File: src/rtl/sram_rdata_demux_16.sv
// Read-return demux for the shared 16-requester SRAM port.
// Tags issued reads, aligns them to RD_LAT and steers Q to per-requester registers.
`ifndef D_width
`define D_width 16
`endif

module sram_rdata_demux_16 #(
    parameter int D_WIDTH = `D_width,
    parameter int RD_LAT  = 1
) (
    input  logic               clk,
    input  logic               rst,
    input  logic [3:0]         sel_in,
    input  logic               CEN,
    input  logic               WEN,
    input  logic [D_WIDTH-1:0] Q,
    output logic [D_WIDTH-1:0] Q_0,
    output logic [D_WIDTH-1:0] Q_1,
    output logic [D_WIDTH-1:0] Q_2,
    output logic [D_WIDTH-1:0] Q_3,
    output logic [D_WIDTH-1:0] Q_4,
    output logic [D_WIDTH-1:0] Q_5,
    output logic [D_WIDTH-1:0] Q_6,
    output logic [D_WIDTH-1:0] Q_7,
    output logic [D_WIDTH-1:0] Q_8,
    output logic [D_WIDTH-1:0] Q_9,
    output logic [D_WIDTH-1:0] Q_10,
    output logic [D_WIDTH-1:0] Q_11,
    output logic [D_WIDTH-1:0] Q_12,
    output logic [D_WIDTH-1:0] Q_13,
    output logic [D_WIDTH-1:0] Q_14,
    output logic [D_WIDTH-1:0] Q_15,
    output logic [15:0]        rvalid,
    output logic [15:0]        pending,
    output logic [15:0]        rd_cnt
);

    if (RD_LAT < 1 || RD_LAT > 4) begin : g_lat_chk
        $error("sram_rdata_demux_16: RD_LAT must be within 1..4");
    end

    localparam int LAST = RD_LAT - 1;

    logic [RD_LAT-1:0]  tv_q;
    logic [3:0]         ts_q [RD_LAT];
    logic [D_WIDTH-1:0] hold_q [16];
    logic [15:0]        rvalid_q, rvalid_d;
    logic [15:0]        rd_cnt_q, rd_cnt_d;
    logic [15:0]        pending_d;
    logic               issue;
    logic [3:0]         sel_d;
    logic               retire;
    logic [3:0]         rsel;

    assign issue  = !CEN && WEN;
    // Gate the index so an undriven sel_in on idle cycles never enters the pipe.
    assign sel_d  = issue ? sel_in : 4'd0;
    assign retire = tv_q[LAST];
    assign rsel   = ts_q[LAST];

    always_comb begin
        rvalid_d = 16'd0;
        rd_cnt_d = rd_cnt_q;
        if (retire) begin
            rvalid_d = 16'h1 << rsel;
            rd_cnt_d = rd_cnt_q + 16'd1;
        end
    end

    always_comb begin
        pending_d = 16'd0;
        for (int i = 0; i < RD_LAT; i++) begin
            if (tv_q[i]) begin
                pending_d[ts_q[i]] = 1'b1;
            end
        end
    end

    always_ff @(posedge clk) begin
        if (rst) begin
            tv_q     <= '0;
            rvalid_q <= 16'd0;
            rd_cnt_q <= 16'd0;
            for (int i = 0; i < RD_LAT; i++) begin
                ts_q[i] <= 4'd0;
            end
            for (int k = 0; k < 16; k++) begin
                hold_q[k] <= '0;
            end
        end else begin
            tv_q[0]  <= issue;
            ts_q[0]  <= sel_d;
            for (int i = 1; i < RD_LAT; i++) begin
                tv_q[i] <= tv_q[i-1];
                ts_q[i] <= ts_q[i-1];
            end
            rvalid_q <= rvalid_d;
            rd_cnt_q <= rd_cnt_d;
            if (retire) begin
                hold_q[rsel] <= Q;
            end
        end
    end

    assign rvalid  = rvalid_q;
    assign pending = pending_d;
    assign rd_cnt  = rd_cnt_q;

    assign Q_0  = hold_q[0];
    assign Q_1  = hold_q[1];
    assign Q_2  = hold_q[2];
    assign Q_3  = hold_q[3];
    assign Q_4  = hold_q[4];
    assign Q_5  = hold_q[5];
    assign Q_6  = hold_q[6];
    assign Q_7  = hold_q[7];
    assign Q_8  = hold_q[8];
    assign Q_9  = hold_q[9];
    assign Q_10 = hold_q[10];
    assign Q_11 = hold_q[11];
    assign Q_12 = hold_q[12];
    assign Q_13 = hold_q[13];
    assign Q_14 = hold_q[14];
    assign Q_15 = hold_q[15];

endmodule
File: config.mk
export PLATFORM = sky130hd
export DESIGN_NAME = sram_rdata_demux_16
export DESIGN_NICKNAME = d
export VERILOG_FILES = /design/src/rtl/sram_rdata_demux_16.sv
export SDC_FILE = /design/constraint.sdc
export NUM_CORES = 1
export LEC_CHECK = 0
export CAP_MARGIN = 20
export CORE_ASPECT_RATIO = 1.1
export CORE_MARGIN = 2
export CORE_UTILIZATION = 35
export DETAILED_ROUTE_END_ITERATION = 8
export GPL_ROUTABILITY_DRIVEN = 0
export PLACE_DENSITY_LB_ADDON = 0.15
export SYNTH_ARGS = -nofsm -noshare
export SYNTH_HDL_FRONTEND = slang
export SYNTH_SLANG_ARGS = --single-unit
File: constraint.sdc
create_clock -name clk -period 2 [get_ports clk]
set_input_delay 0.3 -clock clk [delete_from_list [all_inputs] [get_ports clk]]
set_output_delay 0.3 -clock clk [all_outputs]
set_load 0.02 [all_outputs]
# Word-level counts from Yosys, hierarchy flattened
# Memory sizes are Yosys's and may differ from the RTL's.
# Cells that the tools add are included.
# word_totals
ff_bits	33
mem_bits_ro	0
latchBits	0
output_inout_bits	304
n_memories	2
ramBits	260
# memory_table
name	depth	width	rd	rd_clocked_by_memory_dff	wr	line	source
hold_q	16	16	16	0	16	46	logic [D_WIDTH-1:0] hold_q [16];
ts_q	1	4	1	0	1	45	logic [3:0] ts_q [RD_LAT];
# classes
n_bitwise	1
add_sub_neg	1
mul	0
reduce_logical	6
muxes	15
magnitude_cmp	2
eq_ne	0
n_shift	1
n_div	0
# ops
op	n
$mux 16	2
$add 16x1->16 const B	1
$reduce_or 16->1	1
$shl 1x4->16 const A	1
$mux 4	3
$mux 1	9
$lt 4x5->1 const B	1
$demux 1 s4	1
$ge 4x1->1 const B	1
$reduce_or 4->1	1
$logic_and 1x1->1	2
$reduce_or 2->1	1
$logic_not 1->1	1
$not 1->1	1

# Logic depth before layout (Yosys ltp)
# depth
depth_word	5
mapped_depth	5

# Least setup slack after synthesis
# No wires, ideal clock.
# synth_path
path_type	register to register
startpoint	register tv_q (netlist: retire)
endpoint	memory hold_q[10][0] in the netlist's numbering (enable)
stages_incl_launch_ff	5
period_less_slack_ns	2.040
t_required_ns	1.666
setup_ns	0.334
arrival_time_ns	1.706
slack_ns	-0.040
cell_sequence	dfxtp_1 > buf_4 > or3b_2 > nor2_1 > or2_2
# synth_lines
element	line	source
from (decl)	44	logic [RD_LAT-1:0] tv_q;
from (signal, indexed assignment)	94	tv_q[i] <= tv_q[i-1];
to (decl)	46	

# Worst setup path in the final report
# layout_path
startpoint	register tv_q (netlist: retire)
endpoint	output port pending[0]
# layout_via
elab_chain_len	1
# layout_lines
element	line	source
$mux 16	73	if (tv_q[i]) begin
to (decl)	34	output logic [15:0] pending,
# Every way passes these cells.

==> Flow_metrics.wiki <==
{| class="wikitable"
! Metric !! Value
|-
| Hold crit path type || in2reg
|-
| Portion of total power attributed to sequential cells || 50.3%
|-
| Final wirelength || around 32000 µm
|-
| Mean number of vias per cell || 4.465
|-
| Cell types occupying the most area after synthesis || sky130_fd_sc_hd__edfxtp_1, sky130_fd_sc_hd__and2_1, sky130_fd_sc_hd__dfxtp_1, sky130_fd_sc_hd__nor2_1, sky130_fd_sc_hd__clkbuf_1
|-
| Clk Latency, worst-skew pair || 570 ps
|-
| Share of the cycle needed by the critical path after routing || 99.30%
|-
| Total number of nets in the final design || 1109
|-
| Top-level I/O count || 328
|-
| RR Startpoint || ts_q[0][0]
|-
| Endpoints failing hold || 0
|-
| Arrival time at the worst endpoint || 1690 ps
|-
| Number of flops mapped to enable cells by yosys || about 260
|-
| Cell area reported after detailed placement || ~15000 µm²
|-
| Initial antenna violation count || 8
|-
| Setup-failing EPs final || 0
|-
| Area of all placed cells without fillers || 16120 µm²
|-
| Post-place setup slack || -39.72 ps
|-
| Warnings, synthesis || 0
|-
| Worst Setup Path Type || reg2out
|-
| Worst R2R End || hold_q[8][8]
|-
| Residual DRC count || 0
|-
| Slew Limit Headroom || 70.89%
|-
| Number of global-route vias before repair || between 6000 and 7000
|-
| Internal power || 10.55 mW
|-
| Wire length of the first global-routing pass || 46600 µm
|-
| Max Transition Viols Final || 0
|-
| Root buffer cell || sky130_fd_sc_hd__clkbuf_16
|-
| Wire per inst || about 21 µm
|-
| Worst-path maximum fanout || 3
|-
| Share of flip-flops with an asynchronous set or reset after synthesis || 0%
|-
| Cell Chain, Critical Path || or3b_4 > buf_6 > nor2_4 > buf_6
|-
| Final WS setup || approximately 14 ps
|-
| Post-Route Skew || 7.697 ps
|-
| Total power || 13.55 mW
|-
| Cell family with the largest share of critical-path delay || simple AND/OR/NAND/NOR gates
|-
| Post-Synthesis Cell Area || 10980 µm²
|-
| Clock network fraction of total power || a little over two fifths
|-
| Cell with the most instances after synthesis || sky130_fd_sc_hd__and2_1
|-
| HPWL reported at the end of detailed placement || 22000 µm
|-
| Share of synthesized area occupied by flip-flops and latches || around 77%
|-
| CP most frequent cell || sky130_fd_sc_hd__buf_6
|-
| Maximum vdd drop || around 600 µV
|-
| Hold-critical path depth || 3
|-
| Leading cell types by count after synthesis || sky130_fd_sc_hd__and2_1, sky130_fd_sc_hd__edfxtp_1, sky130_fd_sc_hd__dfxtp_1, sky130_fd_sc_hd__nor2_1, sky130_fd_sc_hd__clkbuf_1
|-
| Outcome || complete, no violations
|-
| Die H || 189.8 µm
|-
| Remaining antenna violation count || 0
|-
| Number of placement rows || between 60 and 70
|-
| Crit end category || output port
|-
| Worst reg-to-reg setup slack || 280 ps
|-
| Number of instances in the synthesized netlist || between 700 and 800
|-
| HP Start || rst
|-
| Startpoint Class || flip-flop
|-
| Achievable Freq || 503.5 MHz
|-
| Number of input and output port buffers inserted || between 300 and 400
|-
| Cell leakage power || 6.064 nW
|-
| Width of the chip || 172.9 µm
|-
| Switching share of total power || 22.12%
|-
| Clock-pin slew on the worst setup and hold paths || 60 ps
|-
| Cell taking the most area after synthesis || sky130_fd_sc_hd__edfxtp_1
|-
| Die area || 32820 µm²
|-
| Number of placed instances, taps included || 1466
|-
| Pin count of the biggest net entering global routing || 21
|-
| Clock buffer count from CTS || 31
|-
| Unrepaired setup endpoints after global routing || yes
|-
| Final Critical Period || 1986 ps
|-
| Distinct cell type count of the synthesized netlist || 33
|-
| Initial Utilization || 35.27%
|-
| Sum of buffers and inverters on the critical path || 2
|-
| Maximum number of buffers from clock root to sink || 3
|-
| Floorplan Core Area || between 30000 and 40000 µm²
|-
| Mean cell area of the mapped netlist || 15.28 µm²
|-
| Cell depth of the worst flop-to-flop path || 4
|-
| Number of clock sinks || 293
|-
| Number of detailed-routing iterations run before antenna repair || 6
|-
| Total overflow reported by the global router || 0
|-
| Tot GR Track Use || 19.26%
|-
| Longest individual stage delay on the worst path || 410 ps
|-
| Via count || 6832
|-
| Fraction of layout instances using a drive strength above 1 || 13.98%
|-
| Flops & latches, synth || 293
|-
| Synthesized netlist net count || 744
|-
| Initial DRC count || 456
|-
| Cell depth of the worst setup path || 4
|-
| Filler-free cell count of the finished design || 1530
|-
| Power density over the cells || between 800 and 900 nW/µm²
|-
| Max cap viols || 0
|-
| Critical-path cell with the highest stage delay || sky130_fd_sc_hd__or3b_4
|-
| P&R area growth vs syn || 46.71%
|-
| Reported net switching power || 2.997 mW
|-
| Leading register cell type out of synthesis || sky130_fd_sc_hd__edfxtp_1
|-
| TritonCTS clock tree || yes
|-
| Combinational fraction of design power || about 6.7%
|-
| Crit path required time || 1700 ps
|-
| Hold endpoint || retire
|-
| Share of Yosys cell area claimed by the top area cell type || 69.99%
|-
| Worst slew pin tran || roughly 440 ps
|-
| CTS H-tree depth || 1
|}
-- cells in the final DEF, fill, tap and decap left out, drive strengths merged --
master	instances
or4b	1
mux2i	1
buf	61
xnor2	1
dlymetal6s2s	2
clkbuf	45
clkdlybuf4s15	2
or4	4
o31ai	4
clkinv	9
xor2	3
nor2	41
edfxtp	256
and2	260
nand2	5
bufinv	3
dlygate4sd2	1
nor2b	4
nand3b	2
inv	3
or3	3
o21ai	3
nand2b	2
nand3	5
diode	1
clkdlybuf4s50	307
nand4	5
dfxtp	37
or2	17
nand4b	1
a21oi	7
or3b	1
nor3b	1
nand4bb	2
ha	1
clkinvlp	1
mux2	4
nor4	4
-- area by class of cell --
| cell class | instances | area (µm²) |
|---|---|---|
| diodes | 1 | 2.502 |
| clock buffers | 44 | 874.6 |
| clock inverters | 14 | 160.2 |
| fillers | 2716 | 15020 |
| inverters | 2 | 7.507 |
| multi-input cells | 382 | 2462 |
| flip-flops and latches | 293 | 8429 |
| well taps | 420 | 525.5 |
| repair buffers | 374 | 3654 |
-- worst register-to-register path, delay by kind of cell, from the launching register on --
family                 cells  cell delay [ps]
buffers and inverters      1              140
AND/OR/NAND/NOR            3             1140
flip-flops                 1              320
-- sequential cells by signal, indices dropped and copies added (netlist names) --
name    cells
hold_q    256
rd_cnt     16
retire      1
rvalid     16
ts_q        4
-- how the worst max path moves through the flow --
stage          startpoint             to
5_1_grt            retire     pending[0]
2_1_floorplan      retire  hold_q[10][0]
3_5_place_dp       retire     pending[3]
3_3_place_gp       retire     pending[3]
4_1_cts        ts_q[0][0]     pending[4]
6_report           retire     pending[0]
-- metrics by stage --
step / setup TNS, ps / utilization (%) / hold slack [ps]
global placement: -13.61 / 47.93 / 481.8
global route: -354.7 / 51.75 / 205.2
floorplan: 0 / - / 405.1
finish: 0 / 51.75 / 192.0
CTS: -255.1 / 51.33 / 174.0
detailed placement: -39.72 / 47.93 / 490.0
-- what timing repair did --
item | 4_1_cts | 5_1_grt
setup buffers | 3 | 2
gates resized for setup | 76 | 32
setup endpoints to repair | 17 | 17
hold endpoints to repair | 0 | 0
hold buffers | 0 | 0
pin swaps | 7 | 0
-- cells by family (layout without fill, tap and decap cells) --
logic type / count (synthesis) / after routing / share of synthesized area, %
AO/OA/AOI/OAI: 14 / 14 / 0.7290
XOR/XNOR: 4 / 4 / 0.3190
adder cells (fa/ha/maj): 1 / 1 / 0.1139
buffers and inverters: 44 / 434 / 1.720
flip-flops: 293 / 293 / 76.73
multiplexers: 5 / 5 / 0.5012
other: 0 / 1 / 0
AND/OR/NAND/NOR: 358 / 358 / 19.89
-- power by group through the flow --
stage                     registers (mW)  clock network (mW)  logic [mW]
after CTS                           6.82                5.93       0.918
final                               6.81                5.83       0.902
after global placement              6.94                   0       0.909
after global routing                6.83                6.17       0.951
after detailed placement            6.95                   0       0.908
after floorplan                     7.14                   0       0.160
-- per-layer routing --
layer / global-route usage (%) / wire length [µm] / vias to the layer above
li1: - / - / 3218
met1: 24.05 / 13130 / 3300
met2: 32.68 / 15800 / 276
met3: 6.295 / 2988 / 38
met4: 4.368 / 536 / 0
met5: 0 / 0 / -
Note: power is estimated with default switching activity, not from simulation.
==> variant 1 (config.mk and constraints unchanged) <==
Set the macro `D_width` to 32 (it was 16).
--- a/src/rtl/sram_rdata_demux_16.sv
+++ b/src/rtl/sram_rdata_demux_16.sv
@@ -3,3 +3,3 @@
 `ifndef D_width
-`define D_width 16
+`define D_width 32
 `endif
Interface: changed (17 resized); port bits go from 328 to 600. No check against the original RTL was run, so the function may have changed too.
==> variant 1 against the unedited design <==
- worst hold slack gained 0.057 ns
- total power grew 83%
- sequential cell count grew 256
- design area grew 87%
- routed wire length grew 120%
- setup slack lost 0.013 ns
- synthesized cell count grew 78%
- die area grew 84%
- cell count grew 80%
- area after synthesis grew 86%
- register-to-register slack lost 0.20 ns
- highest routed layer unchanged
==> variant 1: results (changes against the unedited design) <==
- Avg Vias per Cell: 4.64 (+3.9%)
- Peak per-stage delay on the critical path: 0.32 ns (-0.09 ns)
- Root buffer cell: sky130_fd_sc_hd__clkbuf_16
- Sequential-to-total area share from yosys stat: 78.9% (+2.2 points)
- Violation count after the first detailed-route iteration: 701 (+54%)
- Via count of the first global-routing pass: 12732 (+87%)
- Hpwl dp: 49.5 mm (+130%)
- Setup Skew: 0.0194 ns (+0.0117 ns)
- Crit-path max FO: 4 (+1)
- Pin count of the biggest net entering global routing: 34 (+62%)
- Share of flip-flops with an asynchronous set or reset after synthesis: 0% (unchanged)
- Final #Nets: 1992 (+80%)
- Number of enable-type register cells in the synthesized netlist: 512 (+100%)
- First-pass DRT Iterations: 5 (-1)
- Port Buf Inserts: 599 (+83%)
- Clock slew at the register clock pins of the worst setup and hold paths: 0.06 ns (about the same)
- Total CTS buffers: 56 (+81%)
- Path class of the lowest-slack min-delay path: primary input to flop
- Arr. time, crit path: 1.70 ns
- Wire length of the first global-routing pass: 98.3 mm (+110%)
- Ratio of cells with drive above 1 in the final layout: 12.8% (-1.1 points)
- Count of unique library cells instantiated by Yosys: 33 (unchanged)
- Peak supply drop: 652 uV (+8.9%)
- Register with the most flip-flops: hold_q
- Worst path slowest cell: sky130_fd_sc_hd__dfxtp_2
- Warnings, synthesis: 0 (unchanged)
- Family with the most delay on the worst path: simple AND/OR/NAND/NOR gates
- Run status: completed
- Tightest slew margin relative to the limit: 60.2% (-11 points)
- Global Route Usage Sum: 23.1% (+3.9 points)
- Most instantiated cells after synthesis: 516 x sky130_fd_sc_hd__and2_1, 512 x sky130_fd_sc_hd__edfxtp_1, 77 x sky130_fd_sc_hd__clkbuf_1
- Primary FF master, synth: sky130_fd_sc_hd__edfxtp_1
- Average detailed-routed wire length per instance: 25.9 um (+22%)
- Initial antenna violation count: 10 (+2)
- Pleak: 11.4 nW (+88%)
- Gate count of the mapped netlist: 1279 (+78%)
- Clock latency on the worst-skew pair: 0.63 ns (+0.06 ns)
- Number of buffers on the longest clock path: 3 (unchanged)
- Top post-synthesis cells by area: sky130_fd_sc_hd__edfxtp_1 75%, sky130_fd_sc_hd__and2_1 16%, sky130_fd_sc_hd__dfxtp_1 3.6%, sky130_fd_sc_hd__clkbuf_1 1.4%, sky130_fd_sc_hd__nor2_1 0.68%
- Number of placed instances, taps included: 2639 (+80%)
- Final Non-Filler Cells: 2750 (+80%)
- Flip-flop count of the largest register after layout: 512 (+100%)
- Dpl ws: -0.0536 ns (-0.0139 ns)
- CTS H-Tree Depth: 2 (+1)
-- variant 1: per-stage QoR --
step	util, %	setup TNS, ns	instance area (um2)	hold WS [ns]
2_1_floorplan	-	-12.72	20400	0.405
4_1_cts	52.1	-0.00152	30000	0.223
3_3_place_gp	49.1	-1.27	28300	0.481
3_5_place_dp	49.1	-1.31	28300	0.492
6_report	52.4	0	30100	0.249
5_1_grt	52.3	-0.543	30100	0.231
-- variant 1: path summary, 6_finish.rpt --
| kind | end | startpoint | slack, ns | depth (start not counted) |
|---|---|---|---|---|
| max | pending[3] | ts_q[0][2] | 0.001 | 4 |
| min | ts_q[0][2] | sel_in[2] | 0.25 | 2 |
| max reg2reg | hold_q[10][23] | ts_q[0][0] | 0.08 | 6 |
| min reg2reg | rd_cnt[10] | rd_cnt[10] | 0.51 | 2 |
-- variant 1: cell type report --
class	count	area, um2
well taps	752	941
repair buffers	704	7260
flip-flops and latches	549	16100
clock buffers	79	1550
diodes	3	7.51
clock inverters	23	170
fillers	4796	27400
inverters	2	7.51
multi-input cells	638	4090
-- variant 1: where the power goes --
group / switching (mW) / total (mW) / internal, mW / leakage [nW]
clock: 4.39 / 10.0 / 5.64 / 0.847
sequential: 0.0907 / 12.9 / 12.8 / 5.80
combinational: 1.16 / 1.88 / 0.721 / 4.76
-- variant 1: layer usage --
layer	up-vias	part of all wire, %	track usage (%)
met5	-	0	0
met4	0	2.6	5.97
met3	85	8.7	7.34
met2	533	50	40.4
met1	6389	38	27.4
li1	5751	-	-
-- variant 1: kinds of logic after synthesis --
logic type	synth area share, %
AO/OA/AOI/OAI	0.392
XOR/XNOR	0.172
adder cells (fa/ha/maj)	0.0613
buffers and inverters	1.78
flip-flops	78.9
multiplexers	0.270
AND/OR/NAND/NOR	18.4
-- variant 1: timing repair --
item,in CTS,in global routing
pin swaps,1,10
buffers inserted,1,5
setup endpoints to repair,25,19
gates resized for setup,109,37
==> variant 2 (same settings) <==
Without the edit above. Put a register stage on the output `Q_4`, with the module's reset. The value now appears one clock later. The other outputs are not delayed to match.
--- a/src/rtl/sram_rdata_demux_16.sv
+++ b/src/rtl/sram_rdata_demux_16.sv
@@ -112,3 +112,9 @@
     assign Q_3  = hold_q[3];
-    assign Q_4  = hold_q[4];
+    always_ff @(posedge clk) begin
+        if (rst) begin
+            Q_4 <= '0;
+        end else begin
+            Q_4 <= hold_q[4];
+        end
+    end
     assign Q_5  = hold_q[5];
Formal check against the unedited RTL: not equivalent (Yosys sat finds a counterexample within 4 cycles, from zero or initial values and one cycle with rst high).
==> variant 2 against the unedited design <==
- design area is 1.9% higher
- routed wire length is 0.19% lower
- first-iteration DRC count is 3.3% lower
- total power up 3.5%
- sequential power up 5.0%
- setup slack better by 0.041 ns
- area after synthesis up 3.9%
- sequential cell count is 16 higher
- largest power group unchanged
- highest routed layer unchanged
==> variant 2: results (changes against the unedited design) <==
- Run status: completed
- Origin of the worst setup path: ts_q[0][3]
- Peak supply drop: 759 uV (+27%)
- Crit-path max FO: 8 (+5)
- Total number of vias: 7017 (+2.7%)
- Initial antenna violation count: 9 (+1)
- Relative area change from synthesis to final layout: 43.9%
- Worst reg2reg setup slack: 0.34 ns (+0.06 ns)
- Average detailed-routed wire length per instance: 20.7 um (-2.4%)
- Ratio of cells with drive above 1 in the final layout: 12.4% (-1.6 points)
- Share of cell area taken by muxes after synthesis: 0.482% (-0.019 points)
- # Post-CTS Setup Buffers: 0 (-3)
- Met3 wirelength from detailed routing: 2.79 mm (-6.7%)
- Routed WL: 32.4 mm (-0.19%)
- Clock latency on the worst-skew pair: 0.49 ns (-0.08 ns)
- Gate count of the mapped netlist: 753 (+4.7%)
- Number of placed instances, taps included: 1502 (+2.5%)
- Capture endpoint of the worst hold path: rvalid[0]
- Wire length of the first global-routing pass: 47.2 mm (+1.2%)
- CTS H-Tree Depth: 2 (+1)
- P_sw: 3.03 mW (+1.1%)
- Violation count after the first detailed-route iteration: 441 (-3.3%)
- Dpl ws: 0.0960 ns (+0.136 ns)
- Count of unique library cells instantiated by Yosys: 34 (+3.0%)
- Final #Nets: 1137 (+2.5%)
- Routed length on met1: 12.9 mm (-1.4%)
- Worst path slowest cell: sky130_fd_sc_hd__dfxtp_2
- Post-synthesis share of cell area spent on xor and xnor gates: 0.307% (-0.012 points)
- Via count of the first global-routing pass: 6967 (+2.2%)
- Final hold slack: 0.323 ns (+0.131 ns)
- Setup Skew: 0.00625 ns (-0.00145 ns)
- Reg2reg start: retire
- Endpoint of the worst register-to-register path: rd_cnt[15]
- Synthesized net count: 778 (+4.6%)
- Tightest slew margin relative to the limit: 71.0% (+0.14 points)
- Global Route Usage Sum: 18.9% (-0.39 points)
- Arr. time, crit path: 1.64 ns (-0.05 ns)
- First-pass DRT Iterations: 4 (-2)
- Most instantiated cells after synthesis: 260 x sky130_fd_sc_hd__and2_1, 256 x sky130_fd_sc_hd__edfxtp_1, 53 x sky130_fd_sc_hd__dfxtp_1
- Top post-synthesis cells by area: sky130_fd_sc_hd__edfxtp_1 67%, sky130_fd_sc_hd__and2_1 14%, sky130_fd_sc_hd__dfxtp_1 9.3%, sky130_fd_sc_hd__nor2_1 1.2%, sky130_fd_sc_hd__nor2b_1 1.1%
- Number of fill cells: 2764 (+1.8%)
- Hpwl dp: 21.9 mm (-0.56%)
- Total CTS buffers: 34 (+9.7%)
- Pin count of the biggest net entering global routing: 23 (+9.5%)
## variant 2: cell count changes in the layout (fill, tap and decap cells not counted), sizes merged, moves of 2 or more
cell,unedited run,this run
dfxtp,37,53
buf,61,48
dlymetal6s2s,2,0
nor2b,4,20
clkdlybuf4s50,307,310
clkdlybuf4s15,2,7
## variant 2: timing repair
action / CTS / global route
gates resized for setup: 36 / 11
setup endpoints to repair: 15 / 14
endpoints found under the hold margin: 0 / 0
pin swaps: 0 / 1
hold buffers: 0 / 0
## variant 2: cells by family after synthesis
group | after synthesis
muxes | 5
buffers and inverters | 46
xor gates and xnor gates | 4
and+or+nand+nor | 374
AOI/OAI and AO/OA | 14
DFF | 309
adders and majority gates | 1
## variant 2: worst reg2reg max path: cells and delay by family (launching register included)
| family | cells | cell delay (ns) |
|---|---|---|
| AND/OR/NAND/NOR | 2 | 0.64 |
| multiplexers | 1 | 0.37 |
| buffers and inverters | 1 | 0.16 |
| flip-flops | 1 | 0.38 |
## variant 2: worst max-delay path by stage
stage                   endpoint  slack, ns
finish                pending[4]       0.06
floorplan           hold_q[1][0]       0.03
global placement      pending[4]       0.07
detailed placement    pending[4]        0.1
global route          pending[4]      -0.04
CTS                  pending[13]      -0.04
## variant 2: routing by layer
metal  vias up  track usage [%]
li1       3312                -
met1      3400             23.6
met2       265             31.7
met3        40             5.68
met4         0             5.30
met5         -                0
## variant 2: metrics by stage
stage	cell area (um2)	TNS, ns
floorplan	11400	0
global placement	15300	0
detailed placement	15300	0
CTS	16400	-0.0614
global route	16400	-0.0603
finish	16400	0
## variant 2: final cells by class
class	count	area [um2]	area share (%)
Tap cell	426	533	3.25
Clock buffer	46	937	5.71
Clock inverter	14	125	0.762
Sequential cell	309	8750	53.3
Multi-Input combinational cell	398	2510	15.3
Inverter	2	7.51	0.0457
Antenna cell	2	5.00	0.0305
Timing Repair Buffer	367	3550	21.6
## variant 2: power groups by stage
stage               combinational, mW  sequential (mW)  clock [mW]
floorplan                       0.169             7.48           0
finish                          0.892             7.15        5.98
CTS                             0.911             7.15        6.10
detailed placement              0.906             7.29           0
global route                    0.942             7.16        6.36
global placement                0.906             7.29           0
